--- src/rtl/fft_frame_ctrl.sv ---
// Frame sequencer for one xfft core: config handshake, ADC sample streaming with tlast
// framing, and spectrum write-back into an external result RAM.
module fft_frame_ctrl #(
   parameter int unsigned FFT_LEN = 1024,
   parameter int unsigned ADDR_W  = 10,
   parameter int unsigned AD_W    = 10
) (
   input  logic              sys_clk_i,
   input  logic              sys_rst_ni,
   input  logic              start_i,
   input  logic              dir_i,
   input  logic              continuous_i,
   input  logic [AD_W-1:0]   ad_data_i,
   input  logic              ad_valid_i,
   output logic [7:0]        cfg_tdata_o,
   output logic              cfg_tvalid_o,
   input  logic              cfg_tready_i,
   output logic [31:0]       s_tdata_o,
   output logic              s_tvalid_o,
   input  logic              s_tready_i,
   output logic              s_tlast_o,
   input  logic              m_tvalid_i,
   input  logic              m_tlast_i,
   input  logic [31:0]       m_tdata_i,
   output logic              m_tready_o,
   output logic              ram_we_o,
   output logic [ADDR_W-1:0] ram_addr_o,
   output logic [31:0]       ram_wdata_o,
   output logic              busy_o,
   output logic              done_o,
   output logic [1:0]        err_o
);

   localparam logic [2:0] StIdle   = 3'd0;
   localparam logic [2:0] StConfig = 3'd1;
   localparam logic [2:0] StLoad   = 3'd2;
   localparam logic [2:0] StDrain  = 3'd3;
   localparam logic [2:0] StDone   = 3'd4;

   localparam logic [ADDR_W-1:0] LastIdx = ADDR_W'(FFT_LEN - 1);

   logic [2:0]        state_q, state_d;
   logic              dir_q, dir_d;
   logic              cfg_tvalid_q, cfg_tvalid_d;
   logic [31:0]       s_tdata_q, s_tdata_d;
   logic              s_tvalid_q, s_tvalid_d;
   logic              s_tlast_q, s_tlast_d;
   logic [ADDR_W-1:0] in_cnt_q, in_cnt_d;
   logic [ADDR_W-1:0] out_cnt_q, out_cnt_d;
   logic              m_tready_q;
   logic              ram_we_q, ram_we_d;
   logic [ADDR_W-1:0] ram_addr_q, ram_addr_d;
   logic [31:0]       ram_wdata_q, ram_wdata_d;
   logic              done_q, done_d;
   logic [1:0]        err_q, err_d;

   logic              in_hs;
   logic              out_beat;
   logic [ADDR_W-1:0] next_idx;
   logic [15:0]       smp_real;

   // Offset-binary to two's complement is an MSB flip, then sign-extend.
   assign smp_real = {{(16-AD_W){~ad_data_i[AD_W-1]}}, ~ad_data_i[AD_W-1], ad_data_i[AD_W-2:0]};
   assign in_hs    = s_tvalid_q & s_tready_i;
   assign out_beat = m_tvalid_i & m_tready_q;
   assign next_idx = in_cnt_q + ADDR_W'(in_hs);

   always_comb begin
      state_d      = state_q;
      dir_d        = dir_q;
      cfg_tvalid_d = cfg_tvalid_q;
      s_tdata_d    = s_tdata_q;
      s_tvalid_d   = s_tvalid_q;
      s_tlast_d    = s_tlast_q;
      in_cnt_d     = in_cnt_q;
      out_cnt_d    = out_cnt_q;
      ram_we_d     = out_beat;
      ram_addr_d   = ram_addr_q;
      ram_wdata_d  = ram_wdata_q;
      done_d       = 1'b0;
      err_d        = err_q;

      // Output beats are written back in every state.
      if (out_beat) begin
         ram_addr_d  = out_cnt_q;
         ram_wdata_d = m_tdata_i;
         out_cnt_d   = out_cnt_q + 1'b1;
      end

      case (state_q)
         StIdle: begin
            if (start_i) begin
               dir_d        = dir_i;
               err_d        = 2'b00;
               cfg_tvalid_d = 1'b1;
               state_d      = StConfig;
            end
         end
         StConfig: begin
            if (cfg_tvalid_q && cfg_tready_i) begin
               cfg_tvalid_d = 1'b0;
               in_cnt_d     = '0;
               state_d      = StLoad;
            end
         end
         StLoad: begin
            if (in_hs) in_cnt_d = in_cnt_q + 1'b1;
            if (in_hs && s_tlast_q) begin
               s_tvalid_d = 1'b0;
               s_tlast_d  = 1'b0;
               state_d    = StDrain;
            end else if (!s_tvalid_q || s_tready_i) begin
               s_tvalid_d = ad_valid_i;
               s_tlast_d  = ad_valid_i && (next_idx == LastIdx);
               if (ad_valid_i) s_tdata_d = {16'h0000, smp_real};
            end else if (ad_valid_i) begin
               err_d[0] = 1'b1;
            end
         end
         StDrain: begin
            if (out_beat && m_tlast_i) begin
               if (out_cnt_q != LastIdx) err_d[1] = 1'b1;
               state_d = StDone;
            end
         end
         StDone: begin
            // Two cycles: the first raises done, the second leaves.
            out_cnt_d = '0;
            if (!done_q) begin
               done_d = 1'b1;
            end else begin
               cfg_tvalid_d = continuous_i;
               state_d      = continuous_i ? StConfig : StIdle;
            end
         end
         default: state_d = StIdle;
      endcase
   end

   always_ff @(posedge sys_clk_i or negedge sys_rst_ni) begin
      if (!sys_rst_ni) begin
         state_q      <= StIdle;
         dir_q        <= 1'b1;
         cfg_tvalid_q <= 1'b0;
         s_tdata_q    <= '0;
         s_tvalid_q   <= 1'b0;
         s_tlast_q    <= 1'b0;
         in_cnt_q     <= '0;
         out_cnt_q    <= '0;
         m_tready_q   <= 1'b0;
         ram_we_q     <= 1'b0;
         ram_addr_q   <= '0;
         ram_wdata_q  <= '0;
         done_q       <= 1'b0;
         err_q        <= 2'b00;
      end else begin
         state_q      <= state_d;
         dir_q        <= dir_d;
         cfg_tvalid_q <= cfg_tvalid_d;
         s_tdata_q    <= s_tdata_d;
         s_tvalid_q   <= s_tvalid_d;
         s_tlast_q    <= s_tlast_d;
         in_cnt_q     <= in_cnt_d;
         out_cnt_q    <= out_cnt_d;
         m_tready_q   <= 1'b1;
         ram_we_q     <= ram_we_d;
         ram_addr_q   <= ram_addr_d;
         ram_wdata_q  <= ram_wdata_d;
         done_q       <= done_d;
         err_q        <= err_d;
      end
   end

   // dir is only presented while config is offered so reset leaves every output low.
   assign cfg_tdata_o  = cfg_tvalid_q ? {7'b0, dir_q} : 8'h00;
   assign cfg_tvalid_o = cfg_tvalid_q;
   assign s_tdata_o    = s_tdata_q;
   assign s_tvalid_o   = s_tvalid_q;
   assign s_tlast_o    = s_tlast_q;
   assign m_tready_o   = m_tready_q;
   assign ram_we_o     = ram_we_q;
   assign ram_addr_o   = ram_addr_q;
   assign ram_wdata_o  = ram_wdata_q;
   assign busy_o       = (state_q != StIdle);
   assign done_o       = done_q;
   assign err_o        = err_q;

endmodule

--- config.mk ---
export PLATFORM = sky130hd
export DESIGN_NAME = fft_frame_ctrl
export DESIGN_NICKNAME = d
export VERILOG_FILES = /design/src/rtl/fft_frame_ctrl.sv
export SDC_FILE = /design/constraint.sdc
export NUM_CORES = 1
export LEC_CHECK = 0
export BUFFER_PORTS_ARGS = -buffer_cell sky130_fd_sc_hd__buf_4
export CORE_MARGIN = 10
export CORE_UTILIZATION = 52
export CTS_BUF_LIST = sky130_fd_sc_hd__clkbuf_4
export DETAILED_ROUTE_END_ITERATION = 10
export PLACE_DENSITY = 0.83
export SETUP_SLACK_MARGIN = 0.15
export SYNTH_ARGS = -nofsm -noshare
export SYNTH_HDL_FRONTEND = slang
export SYNTH_SLANG_ARGS = --single-unit
--- constraint.sdc ---
create_clock -name sys_clk_i -period 2.6 [get_ports sys_clk_i]
set_input_delay 0.26 -clock sys_clk_i [delete_from_list [all_inputs] [get_ports sys_clk_i]]
set_output_delay 0.26 -clock sys_clk_i [all_outputs]
set_load 0.05 [all_outputs]
==> impl_metrics.env, run 1 <==
export IMPL_ys_top_cells_by_area="dfrtp_1, mux2_2, buf_4"
export IMPL_cts_setup_buffers=0
export IMPL_final_net_count=500
export IMPL_cts_hold_buffers=0
export IMPL_cp_data_required_time_ns=2.96
export IMPL_yosysTopAreaCell="dfrtp_1"
export IMPL_first_iter_violations=131
export IMPL_grt_pass1_wl_mm=15.43
export IMPL_critPathBufInv=0
export IMPL_clk_pin_slew_ns=0.12
export IMPL_critical_path_class="reg -> reg"
export IMPL_dieWidth_um=107.7
export IMPL_async_flop_share=1.000
export IMPL_cpMaxStageDelayCell="dfrtp_1"
export IMPL_hpwl_mm=7.259
export IMPL_whs_ns=0.02754
export IMPL_drc=0
export IMPL_path_cells="and2_1 > ha_1 > nor4bb_1 > a31oi_1 > a2111oi_0 > a32o_1"
export IMPL_synth_seq_cells=84
export IMPL_fmaxAchievable_mhz=483.5
export IMPL_slowest_delay_ns=0.48
export IMPL_dieHeight_um=107.7
export IMPL_root_buffer="clkbuf_4"
export IMPL_grt_max_degree=85
export IMPL_syn_inst=328
export IMPL_synth_main_ff_cell="dfrtp_1"
export IMPL_routed_wl_mm=9.428
export IMPL_p_leak_nw=2.399
export IMPL_outcome="finished clean"
export IMPL_cp_max_fo=7
export IMPL_io_buffer_count=119
export IMPL_end_kind="flop"
export IMPL_slew_headroom=0.3079
export IMPL_syn_cell_area_mm2=0.004004
export IMPL_area_growth_pct=23.47
export IMPL_cts_resized=0
export IMPL_irDropWorstVdd_v=0.0005045
export IMPL_initial_core_util=0.5433
export IMPL_worst_r2r_setup_slack_ns=0.53
export IMPL_yosys_warnings=0
export IMPL_layout_drive_gt1_share=0.4484
export IMPL_grt_pass1_vias=3087
export IMPL_cts_sinks=84
export IMPL_cts_buffers=9
export IMPL_yosysSeqAreaShare=0.5253
export IMPL_hp_class="in -> async"
export IMPL_drv_cap=0
export IMPL_rr_worst_depth=6
export IMPL_start_kind="flop"
export IMPL_skew_ns=0.01534
export IMPL_clk_path_buf_depth=2
export IMPL_worst_slew_pin_slew_ns=1.038
export IMPL_place_gp_congestion=0.8426
export IMPL_fin_util=0.6708
export IMPL_fin_tns_setup_ns=0
export IMPL_h_tree_depth=3
export IMPL_die_area_mm2=0.01161
export IMPL_crit_family="compound AO/OA/AOI/OAI gates"
export IMPL_syn_area_per_cell_um2=12.21
export IMPL_antenna_left=0
export IMPL_final_hold_viol_count=0
export IMPL_setup_violations=0
export IMPL_clkLatencyLatePin_ns=0.42
export IMPL_yosysTopAreaCellShare=0.5188
export IMPL_num_antenna_cells=0
export IMPL_core_mm2=0.007370
export IMPL_timing_final_crit_share=0.7956
export IMPL_rsz0062_at_grt="false"
export IMPL_layout_commonest_cell="buf_4"
export IMPL_power_density_mw_per_mm2=969.1
export IMPL_synth_edff_count=0
export IMPL_nFillCells=587
export IMPL_grt_overflow=0
export IMPL_synthDistinctLibCells=55
export IMPL_cts_tree="done"
export IMPL_grt_usage=0.1635
export IMPL_antenna_found_initial=0
export IMPL_layout_common_cells="buf_4, dfrtp_1, mux2_2"
export IMPL_rows=31
export IMPL_finalCriticalPeriod_ns=2.068
export IMPL_io_pins=143
export IMPL_arrival_ns=2.42
export IMPL_crit_cells=6
export IMPL_drv_slew=0
export IMPL_routedWlPerCell_um=17.30
export IMPL_viasPerCell=5.204
export IMPL_drt_pass1_iter_count=4
export IMPL_num_vias=2836
==> cells in the mapped netlist (all sizes together) (2+ instances only) <==
cell	count
a2111oi	3
a211oi	2
a21o	2
a21oi	9
a41oi	2
and2	3
and3	3
and4	3
buf	38
clkbuf	2
conb	2
dfrtp	83
ha	4
inv	9
mux2	53
nand2	18
nand2b	3
nand3	8
nand3b	3
nand4	4
nand4b	4
nor2	19
nor2b	2
nor3	3
nor3b	2
o2111ai	2
o21ai	9
or3	3
xnor2	9
xor2	7
==> power breakdown <==
group          leakage [nW]  internal (mW)  switching, mW
registers              1.06           1.58          0.278
logic                  1.29          0.782           1.56
clock network        0.0486          0.174          0.409
==> worst paths after layout <==
check	startpoint	to
worst max-delay path	s_tvalid_o	s_tlast_o
worst min-delay path	sys_rst_ni	in_cnt_q[0]
worst max register to register	s_tvalid_o	s_tlast_o
worst min register to register	s_tdata_o[8]	s_tdata_o[8]
max in group asynchronous	sys_rst_ni	ram_wdata_o[28]
min in group sys_clk_i	ad_data_i[9]	s_tdata_o[9]
==> registers in the layout, summed over array words and instances, names as in the netlist, 2 cells and up <==
register     count
ram_wdata_o     32
in_cnt_q        10
out_cnt_q       10
ram_addr_o      10
s_tdata_o       10
state_q          3
err_o            2
==> per-stage QoR <==
step	setup slack (ns)	total power [mW]	area, um2	std cells
after floorplan	0.4902	3.615	4086	350
final	0.5315	4.791	4943	545
after global placement	0.6600	4.197	4856	532
after CTS	0.5613	4.838	4943	545
after detailed placement	0.5916	4.258	4856	532
after global routing	0.3958	5.063	4943	545
==> metal layers <==
layer  vias up  part of all wire  wire, um  global-route usage
met5         -                 0         0                   0
met4         0             0.014       129             0.05248
met3        12              0.13      1241             0.09581
met2       111              0.47      4470              0.2589
met1      1385              0.38      3586              0.1805
li1       1328                 -         -                   -
==> area by class of cell <==
cell class | count | area (um2) | area share
timing repair buffer | 123 | 923.4 | 0.1868
clock inverter | 4 | 20.02 | 0.004050
inverter | 9 | 33.78 | 0.006834
tap | 99 | 123.9 | 0.02506
clock buffer | 9 | 67.56 | 0.01367
multi-input combinational | 217 | 1672 | 0.3381
sequential | 84 | 2103 | 0.4255
==> cell families (layout without fill, tap and decap cells) <==
group,count (synthesis),after routing,synth area share
buffers and inverters,49,145,0.07781
multiplexers,53,53,0.1491
flip-flops,84,84,0.5253
AO/OA/AOI/OAI,40,40,0.07469
XOR/XNOR,16,16,0.03500
AND/OR/NAND/NOR,80,80,0.1238
adder cells (fa/ha/maj),4,4,0.01250
other,2,24,0.001876
Power figures use the tool's default switching activity.
==> inputs of run 2 (changes only) <==
--- a/config.mk
+++ b/config.mk
@@ -5,12 +5,13 @@
 export SDC_FILE = /design/constraint.sdc
 export NUM_CORES = 1
 export LEC_CHECK = 0
+export ABC_AREA = 1
 export BUFFER_PORTS_ARGS = -buffer_cell sky130_fd_sc_hd__buf_4
 export CORE_MARGIN = 10
-export CORE_UTILIZATION = 52
+export CORE_UTILIZATION = 47
 export CTS_BUF_LIST = sky130_fd_sc_hd__clkbuf_4
 export DETAILED_ROUTE_END_ITERATION = 10
-export PLACE_DENSITY = 0.83
+export PLACE_DENSITY = 0.79
 export SETUP_SLACK_MARGIN = 0.15
 export SYNTH_ARGS = -nofsm -noshare
 export SYNTH_HDL_FRONTEND = slang
==> constraint.sdc (replaced) <==
create_clock -name sys_clk_i -period 1.7 [get_ports sys_clk_i]
set_input_delay 0.17 -clock sys_clk_i [delete_from_list [all_inputs] [get_ports sys_clk_i]]
set_output_delay 0.17 -clock sys_clk_i [all_outputs]
set_load 0.05 [all_outputs]
==> run 2 against run 1 <==
Via count grew 34%. Area after synthesis is 0.78% higher. Sequential share of layout area fell by 4.9 points. Critical endpoint is now busy_o. Cell count rose by 44%. Global-route usage grew 1.9 points. Clock skew is 0.00054 ns lower. Largest power group unchanged. Sequential power is 49% higher. Sequential cell count did not move. Critical path depth decreased by 1. Clock power is 92% higher. Cell area increased by 13%.
==> impl_metrics.env, run 2 <==
export IMPL_synthDistinctLibCells=29
export IMPL_outcome="finished clean"
export IMPL_async_flop_share=1.000
export IMPL_io_buffer_count=119
export IMPL_timing_final_crit_share=0.8900
export IMPL_start_kind="flop"
export IMPL_finalCriticalPeriod_ns=1.513
export IMPL_dieHeight_um=112.7
export IMPL_arrival_ns=1.34
export IMPL_root_buffer="clkbuf_4"
export IMPL_viasPerCell=4.831
export IMPL_fin_area_mm2=0.005583
export IMPL_final_net_count=731
export IMPL_hpwl_mm=8.037
export IMPL_yosysTopAreaCellShare=0.5147
export IMPL_core_mm2=0.008299
export IMPL_irDropWorstVdd_v=0.0006489
export IMPL_path_cells="inv_2 > nand2_1 > nor2_2 > inv_1 > buf_6"
export IMPL_setup_violations=0
export IMPL_clkLatencyLatePin_ns=0.41
export IMPL_end_kind="primary output"
export IMPL_first_iter_violations=201
export IMPL_critPathBufInv=3
export IMPL_synth_seq_cells=84
export IMPL_layout_commonest_cell="nand2_1"
export IMPL_cts_sinks=84
export IMPL_antenna_left=0
export IMPL_hold_depth=3
export IMPL_fmaxAchievable_mhz=661.0
export IMPL_clk_path_buf_depth=2
export IMPL_synth_main_ff_cell="dfrtp_1"
export IMPL_synth_common_cells="nand2_1, dfrtp_1, nand3_1, inv_1, buf_4"
export IMPL_place_gp_congestion=0.9071
export IMPL_grt_usage=0.1822
export IMPL_syn_inst=508
export IMPL_p_leak_nw=3.000
export IMPL_cp_max_fo=4
export IMPL_grt_pass1_vias=3880
export IMPL_hp_class="in -> reg"
export IMPL_drv_slew=0
export IMPL_layout_common_cells="nand2_1, buf_4, dfrtp_1"
export IMPL_grt_max_degree=57
export IMPL_synth_most_common_cell="nand2_1"
export IMPL_h_tree_depth=3
export IMPL_grt_overflow=0
export IMPL_cts_buffers=9
export IMPL_crit_family="flip-flops"
export IMPL_power_density_mw_per_mm2=1424
export IMPL_yosysSeqAreaShare=0.5212
export IMPL_cp_data_required_time_ns=1.53
export IMPL_routed_wl_mm=11.58
export IMPL_dieWidth_um=112.7
export IMPL_num_vias=3797
export IMPL_crit_cells=5
export IMPL_drc=0
export IMPL_yosys_warnings=0
export IMPL_area_growth_pct=38.36
export IMPL_fin_tns_setup_ns=0
export IMPL_die_area_mm2=0.01269
export IMPL_syn_cell_area_mm2=0.004035
export IMPL_initial_core_util=0.4862
export IMPL_io_pins=143
export IMPL_drv_cap=0
export IMPL_critical_path_class="reg -> out"
export IMPL_drt_pass1_iter_count=4
export IMPL_final_hold_viol_count=0
export IMPL_yosysTopAreaCell="dfrtp_1"
export IMPL_rows=33
export IMPL_rr_worst_depth=8
export IMPL_cpMaxStageDelayCell="dfrtp_1"
export IMPL_routedWlPerCell_um=14.74
export IMPL_skew_ns=0.01480
export IMPL_layout_drive_gt1_share=0.2559
export IMPL_ys_top_cells_by_area="dfrtp_1, nand2_1, buf_4"
export IMPL_finalNonFillerCells=786
export IMPL_placed_area_mm2=0.004946
export IMPL_slowest_delay_ns=0.43
export IMPL_synth_edff_count=0
export IMPL_syn_area_per_cell_um2=7.943
export IMPL_rsz0062_at_grt="true"
export IMPL_place_inst=721
export IMPL_clk_pin_slew_ns=0.13
export IMPL_grt_pass1_wl_mm=19.20
export IMPL_cts_tree="done"
export IMPL_largest_register_ffs=32
export IMPL_antenna_found_initial=1
==> run 2: changes by cell type in the layout (fill, tap and decap cells not counted), moves of 7 or more <==
| cell | before | now |
|---|---|---|
| nand2_1 | 18 | 212 |
| mux2_2 | 52 | 1 |
| dlygate4sd3_1 | 0 | 44 |
| nand3_1 | 7 | 37 |
| inv_1 | 8 | 33 |
| o21ai_0 | 9 | 21 |
| xnor2_1 | 9 | 0 |
| nor2_2 | 1 | 8 |
==> run 2: area by class of cell <==
class	instances	area, um2
fillers	650	2716
flip-flops and latches	84	2105
multi-input cells	362	1597
repair buffers	176	1451
inverters	42	162.7
well taps	105	131.4
clock buffers	9	67.56
clock inverters	7	66.31
diodes	1	2.502
==> run 2: path summary, 6_finish.rpt <==
kind	to	start	slack (ns)
setup / recovery	busy_o	state_q[0]	0.19
setup reg to reg	in_cnt_q[3]	state_q[0]	0.23
max in group asynchronous	ram_wdata_o[0]	sys_rst_ni	0.88
min in group asynchronous	s_tlast_o	sys_rst_ni	0.21
hold / removal	cfg_tvalid_o	continuous_i	0.07
hold reg to reg	s_tdata_o[3]	s_tdata_o[3]	0.50
==> run 2: through the flow <==
stage	hold WS (ns)	setup slack, ns	total power, mW	util
CTS	0.03663	0.1174	7.888	0.6680
global placement	0.1261	0.2137	6.515	0.5960
finish	0.07466	0.1871	7.948	0.6727
detailed placement	0.1297	0.1399	6.604	0.5960
floorplan	-0.1256	0.2012	5.563	-
global route	0.04337	0.07423	8.452	0.6727
==> run 2: worst register-to-register path, stage by stage (launching register included) <==
cell     delay (ns)
dfrtp_1        0.43
buf_4          0.15
nand3_1        0.11
inv_2          0.05
nand2_2        0.06
nand2_1        0.08
nor2_4         0.24
buf_4          0.16
o21ai_0        0.07
==> run 2: logic make-up (layout without fill, tap and decap cells) <==
kind of cell | Yosys count | after routing | synth area share
and+or+nand+nor | 291 | 291 | 0.2918
muxes | 1 | 1 | 0.002790
buffers and inverters | 84 | 234 | 0.1079
other | 2 | 25 | 0.001861
xor gates and xnor gates | 4 | 4 | 0.008681
DFF | 84 | 84 | 0.5212
adders and majority gates | 4 | 4 | 0.01240
AOI/OAI and AO/OA | 38 | 38 | 0.05333
==> run 2: timing repair <==
action | 4_1_cts | 5_1_grt
pin swaps | 1 | 2
hold buffers | 44 | 0
hold endpoints to repair | 71 | 0
endpoints found under the setup margin | 2 | 17
buffers inserted | 2 | 2
gates resized for setup | 3 | 8
==> run 2: per-layer routing <==
metal  wire, um  share of wire  track usage  vias up
met1       4666           0.40       0.2105     1780
met4        136          0.012      0.05922        0
li1           -              -            -     1863
met2       5713           0.49       0.2992      141
met5          0              0            0        -
met3       1066          0.092      0.07561       13
==> run 2: report_power, final <==
part | internal (mW) | total, mW | switching [mW]
logic | 1.21 | 4.05 | 2.83
clock network | 0.442 | 1.12 | 0.682
registers | 2.44 | 2.78 | 0.341
==> inputs of run 3 (changes only) <==
--- a/config.mk
+++ b/config.mk
@@ -11,7 +11,7 @@
 export CORE_UTILIZATION = 47
 export CTS_BUF_LIST = sky130_fd_sc_hd__clkbuf_4
 export DETAILED_ROUTE_END_ITERATION = 10
-export PLACE_DENSITY = 0.79
+export PLACE_DENSITY = 0.84
 export SETUP_SLACK_MARGIN = 0.15
 export SYNTH_ARGS = -nofsm -noshare
 export SYNTH_HDL_FRONTEND = slang
==> run 3 against run 2 <==
Sequential power barely moved. Wire length rose by 2.2%. Worst setup slack barely moved. Clock power rose by 19%. Maximum frequency barely moved. Clock skew rose by 0.0061 ns. Cell area rose by 1.0%. Critical path type unchanged. Highest routed layer unchanged.
==> impl_metrics.env, run 3 (same netlist as run 2, synthesis figures left out) <==
export IMPL_fin_tns_setup_ns=0
export IMPL_irDropWorstVdd_v=0.0007270
export IMPL_critPathBufInv=3
export IMPL_arrival_ns=1.34
export IMPL_outcome="finished clean"
export IMPL_antenna_left=0
export IMPL_cts_tree="done"
export IMPL_routed_wl_mm=11.84
export IMPL_cts_buffers=9
export IMPL_place_gp_congestion=0.8779
export IMPL_skew_ns=0.02093
export IMPL_grt_max_degree=53
export IMPL_slowest_delay_ns=0.44
export IMPL_clk_pin_slew_ns=0.14
export IMPL_pre_cts_slack_ns=0.1561
export IMPL_antenna_found_initial=1
export IMPL_die_area_mm2=0.01269
export IMPL_h_tree_depth=3
export IMPL_grt_overflow=0
export IMPL_fmaxAchievable_mhz=660.8
export IMPL_p_leak_nw=3.035
export IMPL_dieHeight_um=112.7
export IMPL_root_buffer="clkbuf_4"
export IMPL_rsz0062_at_grt="true"
export IMPL_fin_util=0.6795
export IMPL_layout_commonest_cell="nand2_1"
export IMPL_placed_area_mm2=0.004931
export IMPL_cpMaxStageDelayCell="dfrtp_1"
export IMPL_setup_violations=0
export IMPL_viasPerCell=4.825
export IMPL_place_inst=719
export IMPL_finalCriticalPeriod_ns=1.513
export IMPL_io_buffer_count=119
export IMPL_cp_max_fo=3
export IMPL_drt_pass1_iter_count=4
export IMPL_power_density_mw_per_mm2=1466
export IMPL_whs_ns=0.05212
export IMPL_timing_final_crit_share=0.8902
export IMPL_io_pins=143
export IMPL_grt_usage=0.1838
export IMPL_num_vias=3802
export IMPL_area_growth_pct=39.75
export IMPL_drv_slew=0
export IMPL_rows=33
export IMPL_end_kind="primary output"
export IMPL_start_kind="flop"
export IMPL_grt_pass1_wl_mm=19.53
export IMPL_core_mm2=0.008299
export IMPL_postLayoutSetupSlackWorst_ns=0.1867
export IMPL_layout_drive_gt1_share=0.2639
export IMPL_layout_common_cells="nand2_1, buf_4, dfrtp_1"
export IMPL_cp_data_required_time_ns=1.53
export IMPL_dieWidth_um=112.7
export IMPL_critical_path_class="reg -> out"
export IMPL_crit_family="flip-flops"
export IMPL_hpwl_mm=8.219
export IMPL_finalNonFillerCells=788
export IMPL_fin_area_mm2=0.005639
export IMPL_clkLatencyLatePin_ns=0.42
export IMPL_path_cells="inv_2 > nand2_2 > nor2_2 > inv_2 > buf_6"
export IMPL_initial_core_util=0.4862
export IMPL_grt_pass1_vias=3933
export IMPL_cts_sinks=84
export IMPL_largest_register_ffs=32
export IMPL_first_iter_violations=171
export IMPL_hp_class="in -> reg"
export IMPL_final_net_count=733
export IMPL_routedWlPerCell_um=15.03
export IMPL_drv_cap=0
export IMPL_p_total_mw=8.265
export IMPL_crit_path_frequent_cell="inv_2"
export IMPL_clk_path_buf_depth=2
export IMPL_final_hold_viol_count=0
export IMPL_drc=0
==> run 3: path summary, 6_finish.rpt <==
kind                         startpoint         endpoint  slack [ns]  cells after the start
hold reg to reg            s_tdata_o[1]     s_tdata_o[1]        0.50                      2
hold / removal             continuous_i     cfg_tvalid_o        0.05                      3
setup reg to reg             state_q[0]       state_q[0]        0.23                      9
setup / recovery             state_q[2]           busy_o        0.19                      5
min in group asynchronous    sys_rst_ni     cfg_tvalid_o        0.22                      2
max in group asynchronous    sys_rst_ni  ram_wdata_o[16]        0.84                      3
==> run 3: metal layers <==
metal / share of wire / wire length (um) / GRT usage / up-vias
met5: 0 / 0 / 0 / -
met4: 0.013 / 150 / 0.05838 / 0
met3: 0.098 / 1166 / 0.08307 / 12
met2: 0.49 / 5831 / 0.3095 / 123
met1: 0.40 / 4693 / 0.2023 / 1803
li1: - / - / - / 1864
==> run 3: cell type report <==
class | count | area, um2
Clock buffer | 9 | 67.56
Antenna cell | 1 | 2.502
Timing Repair Buffer | 178 | 1463
Tap cell | 105 | 131.4
Fill cell | 621 | 2660
Sequential cell | 84 | 2107
Multi-Input combinational cell | 362 | 1609
Inverter | 42 | 160.2
Clock inverter | 7 | 98.84
==> run 3: repair_timing <==
item,CTS,global route
hold endpoints to repair,74,0
resized for setup,2,12
hold buffers,44,0
pin swaps,1,2
setup endpoints to repair,2,13
setup buffers,3,5
==> run 3: power by group <==
| part | total (mW) | internal (mW) | switching [mW] |
|---|---|---|---|
| sequential | 2.77 | 2.44 | 0.331 |
| combinational | 4.16 | 1.28 | 2.88 |
| clock | 1.33 | 0.604 | 0.729 |
==> run 3: worst min-delay path, stage by stage <==
cell and delay, ns:
buf_4 0.09, a21oi_1 0.06, o21ai_1 0.13
